**src/rtl/serial_adder_ctrl.sv**
```systemverilog
// Bit-serial add/subtract engine: a single full adder processes one operand bit
// per clock, LSB first, with valid/ready handshakes on request and result.

module full_adder (
  input  logic x,
  input  logic y,
  input  logic cin,
  output logic sum,
  output logic cout
);
  assign sum  = x ^ y ^ cin;
  assign cout = (x & y) | (cin & (x ^ y));
endmodule

module serial_adder_ctrl #(
  parameter int unsigned WIDTH = 8
) (
  input  logic             clk,
  input  logic             rst,
  input  logic             in_valid,
  output logic             in_ready,
  input  logic [WIDTH-1:0] a,
  input  logic [WIDTH-1:0] b,
  input  logic             sub,
  output logic             out_valid,
  input  logic             out_ready,
  output logic [WIDTH-1:0] result,
  output logic             carry_out,
  output logic             overflow
);
  localparam int unsigned CW = $clog2(WIDTH);
  localparam logic [CW-1:0] LAST_BIT = CW'(WIDTH - 1);

  typedef enum logic [1:0] {
    S_IDLE = 2'd0,
    S_RUN  = 2'd1,
    S_DONE = 2'd2
  } state_t;

  state_t           r_state;
  logic [WIDTH-1:0] r_a_sh;
  logic [WIDTH-1:0] r_b_sh;
  logic [WIDTH-1:0] r_res_sh;
  logic [CW-1:0]    r_cnt;
  logic             r_carry;
  logic [WIDTH-1:0] r_result;
  logic             r_carry_out;
  logic             r_overflow;
  logic             r_in_ready;
  logic             r_out_valid;

  logic             w_sum;
  logic             w_cout;
  logic [WIDTH-1:0] w_res_next;

  full_adder u_fa (
    .x    (r_a_sh[0]),
    .y    (r_b_sh[0]),
    .cin  (r_carry),
    .sum  (w_sum),
    .cout (w_cout)
  );

  // Sum bits enter at the MSB so the LSB lands at bit 0 after WIDTH shifts.
  assign w_res_next = {w_sum, r_res_sh[WIDTH-1:1]};

  always_ff @(posedge clk) begin
    if (rst) begin
      r_state     <= S_IDLE;
      r_a_sh      <= '0;
      r_b_sh      <= '0;
      r_res_sh    <= '0;
      r_cnt       <= '0;
      r_carry     <= 1'b0;
      r_result    <= '0;
      r_carry_out <= 1'b0;
      r_overflow  <= 1'b0;
      r_in_ready  <= 1'b1;
      r_out_valid <= 1'b0;
    end else begin
      case (r_state)
        S_IDLE: begin
          if (in_valid) begin
            // Subtraction as a + ~b + 1: invert b and seed the carry with 1.
            r_a_sh     <= a;
            r_b_sh     <= sub ? ~b : b;
            r_carry    <= sub;
            r_cnt      <= '0;
            r_state    <= S_RUN;
            r_in_ready <= 1'b0;
          end
        end
        S_RUN: begin
          r_res_sh <= w_res_next;
          r_a_sh   <= {1'b0, r_a_sh[WIDTH-1:1]};
          r_b_sh   <= {1'b0, r_b_sh[WIDTH-1:1]};
          r_carry  <= w_cout;
          if (r_cnt == LAST_BIT) begin
            r_cnt       <= '0;
            r_result    <= w_res_next;
            r_carry_out <= w_cout;
            r_overflow  <= r_carry ^ w_cout;
            r_state     <= S_DONE;
            r_out_valid <= 1'b1;
          end else begin
            r_cnt <= r_cnt + CW'(1);
          end
        end
        S_DONE: begin
          if (out_ready) begin
            r_state     <= S_IDLE;
            r_out_valid <= 1'b0;
            r_in_ready  <= 1'b1;
          end
        end
        default: begin
          r_state     <= S_IDLE;
          r_in_ready  <= 1'b1;
          r_out_valid <= 1'b0;
        end
      endcase
    end
  end

  assign in_ready  = r_in_ready;
  assign out_valid = r_out_valid;
  assign result    = r_result;
  assign carry_out = r_carry_out;
  assign overflow  = r_overflow;

endmodule

```
**config.mk**
```make
export PLATFORM = sky130hd
export DESIGN_NAME = serial_adder_ctrl
export DESIGN_NICKNAME = d
export VERILOG_FILES = /design/src/rtl/serial_adder_ctrl.sv
export SDC_FILE = /design/constraint.sdc
export NUM_CORES = 1
export LEC_CHECK = 0
export CAP_MARGIN = 20
export CORE_MARGIN = 5
export CORE_UTILIZATION = 50
export DETAILED_ROUTE_END_ITERATION = 10
export GPL_ROUTABILITY_DRIVEN = 1
export PLACE_DENSITY = 0.76
export RECOVER_POWER = 100
export SLEW_MARGIN = 15
export SYNTH_ARGS = -nofsm -noshare
export SYNTH_HDL_FRONTEND = slang
export SYNTH_SLANG_ARGS = --single-unit
```
**constraint.sdc**
```tcl
create_clock -name clk -period 1.9 [get_ports clk]
set_input_delay 0.285 -clock clk [delete_from_list [all_inputs] [get_ports clk]]
set_output_delay 0.285 -clock clk [all_outputs]
set_load 0.1 [all_outputs]
```
==> results.ini <==
[outcome]
outcome=finished, final reports clean

[critical_path]
cp_slowest_stage_delay_ns=0.46
cp.arrival_ns=1.86
crit_path_end_kind=flop
path_cells=ha_1 > ha_1 > and3b_1 > nor2_1 > a211oi_1
crit_family=simple AND/OR/NAND/NOR gates
crit_fanout=12
required_ns=2.16
r2r_start=r_cnt[0]
worstSetupStartpointType=flop
critical_path_class=reg2reg
cp_common_cell=ha_1
cp_slowest_cell=and3b_1
crit_start=r_cnt[0]
cp_num_buf_inv=0

[placement]
hpwlAfterDp_um=2360
gp_congestion=0.797
port_buffers=32
placed_cell_area_um2=2070

[clock_tree]
htreeDepth=2
cts_tree=yes
cts.repair.resized=0
postCtsSetupBuffers=0
clockBufferDepth=2
clkTransAtPathRegs_ns=0.11
clock-root-buffer=clkbuf_4
cts.sinks=41
worstSkewPairLatency_ns=0.34
cts_buffers=5
cts_hold_buffers=0

[sta]
period_share_pct=84.2
slew_headroom_pct=63.6
max_slew.worst_pin.slew_ns=0.548
hold_viol=0
fin_setup_tns_ns=0
max_freq_ghz=0.625
rsz0062_at_grt=false
drv_slew=0
fin_crit_ns=1.60
setup_violations=0
skew_ns=0.00745

[yosys]
synthSimpleGateAreaFrac_pct=18.9
synth_compound_area_share_pct=22.3
synth_area_leader_cell=dfxtp_1
syn_area_um2=1770
ys_seq_area_share_pct=46.4
synthMuxAreaShare_pct=0
synth_cells=199
avgSynthCellArea_um2=8.90
yosys_warnings=0
ys_ff_latch=41
synthAdderAreaFrac_pct=2.54
ys_types=34
synth_xor_xnor_area_share_pct=4.45
synth_nets=223
synth_top_area_share_pct=46.4
synthTopCellsByArea=dfxtp_1 (46%), nor2_1 (8.1%), nand2_1 (6.8%)
synth_top_family_by_area=compound AO/OA/AOI/OAI gates

[routing]
wl_per_cell_um=12.8
drtPass1Iterations=4
antenna_left=0
drt_iter0_drc=111
viasPerCell=5.21
totalWireLength_um=3530
vias=1438
drc_errors=0

[grt]
grt_util_all_layers_pct=15.7
grt.overflow.total=0
grt_max_degree=42
grt_pass1_vias=1325
grt_pass1_wl_um=6080
antenna_found_initial=0

[power]
clkPwrFrac_pct=25.9
swShare_pct=26.7
p_comb_share_pct=15.3
powerDensity_nw_per_um2=769
p_int_mw=1.17
p_seq_share_pct=58.8
p_switching_mw=0.425
peakVddDrop_mv=0.443
power.leakage_nw=0.770

[floorplan]
initial_utilization_pct=52.2
fp.coreArea_um2=3390
fp.dieW_um=69.5
dieArea_um2=4830
num_io_pins=33
die_y_um=69.5
rows=21

[cells_and_area]
nets=253
diodes=0
syn_to_final_growth_pct=17.0
final_cell_area_um2=2070
drive_above_1_share_pct=10.9

[worst_hold_path]
worstHoldStart=result[6]
hold_class=reg2reg

[flow_run]
max_cap_viol_count=0

synthesized netlist by cell type, drive strengths merged:
| cell type | count |
|---|---|
| a2111oi | 7 |
| a211oi | 9 |
| a21oi | 19 |
| a22oi | 5 |
| a2bb2oi | 1 |
| and3b | 1 |
| buf | 10 |
| clkbuf | 3 |
| clkinv | 1 |
| dfxtp | 41 |
| fa | 1 |
| ha | 2 |
| inv | 1 |
| nand2 | 32 |
| nand2b | 2 |
| nand3b | 1 |
| nor2 | 38 |
| nor2b | 1 |
| nor3 | 1 |
| nor3b | 2 |
| o21ai | 1 |
| o21ba | 1 |
| o21bai | 2 |
| o22ai | 2 |
| o2bb2ai | 6 |
| xnor2 | 8 |
| xor2 | 1 |
cells by family after synthesis:
| kind of cell | count (synthesis) |
|---|---|
| adders and majority gates | 3 |
| DFF | 41 |
| xor gates and xnor gates | 9 |
| AOI/OAI and AO/OA | 53 |
| buffers and inverters | 15 |
| and+or+nand+nor | 78 |
final timing paths:
| path | to | slack, ns | depth (start not counted) |
|---|---|---|---|
| setup / recovery | overflow | 0.30 | 5 |
| hold / removal | result[6] | 0.46 | 2 |
| setup reg to reg | overflow | 0.30 | 5 |
| hold reg to reg | result[6] | 0.46 | 2 |
power groups by stage:
stage                     clock (mW)  combinational (mW)  sequential, mW
after detailed placement           0               0.255           0.955
after global routing           0.463               0.271           0.942
after CTS                      0.428               0.255           0.936
after global placement             0               0.250           0.955
final                          0.412               0.243           0.936
after floorplan                    0               0.172           0.958
flip-flops by register name, indices dropped and copies added, names as in the netlist:
signal,count
r_b_sh,8
r_carry,1
out_valid,1
r_state,2
result,8
r_res_sh,7
r_cnt,3
in_ready,1
overflow,1
carry_out,1
r_a_sh,8
worst min-delay path: stages (launching register included):
cell and delay, ns:
dfxtp_1 0.32, nand2_1 0.05, a21oi_1 0.05
layer usage:
| metal | up-vias | GRT usage (%) | part of all wire, % |
|---|---|---|---|
| met5 | - | 0 | 0 |
| met4 | 0 | 7.16 | 2.1 |
| met3 | 8 | 6.38 | 6.0 |
| met2 | 31 | 23.6 | 43 |
| met1 | 649 | 19.4 | 49 |
| li1 | 750 | - | - |
area by class of cell:
type,instances,area [um^2]
fill,303,1320
multi-input combinational,143,837
sequential,41,821
timing repair buffer,36,299
tap,46,57.6
clock buffer,8,48.8
inverter,2,7.51
placed cells by master, fill, tap and decap left out, drive strengths merged:
cell           instances
ha                     2
fa                     1
nor3b                  2
clkbuf                21
clkdlybuf4s50         20
o21ba                  1
a2111oi                7
nor2b                  1
nand2                 32
xor2                   1
nand2b                 2
o22ai                  2
inv                    1
nand3b                 1
clkinv                 1
o21ai                  1
nor2                  38
a2bb2oi                1
nor3                   1
buf                    3
and3b                  1
o21bai                 2
a21oi                 19
a22oi                  5
xnor2                  8
dfxtp                 41
o2bb2ai                6
a211oi                 9
stage by stage:
step	hold slack (ns)	power, mW	util (%)	setup slack [ns]	instances
3_5_place_dp	0.447	1.21	61.2	0.135	268
4_1_cts	0.462	1.62	62.6	0.287	276
3_3_place_gp	0.438	1.21	61.2	0.232	268
6_report	0.458	1.59	61.1	0.301	276
5_1_grt	0.477	1.68	61.1	0.167	276
2_1_floorplan	0.368	1.13	-	0.552	199
Note: power is estimated with default switching activity, not from simulation.
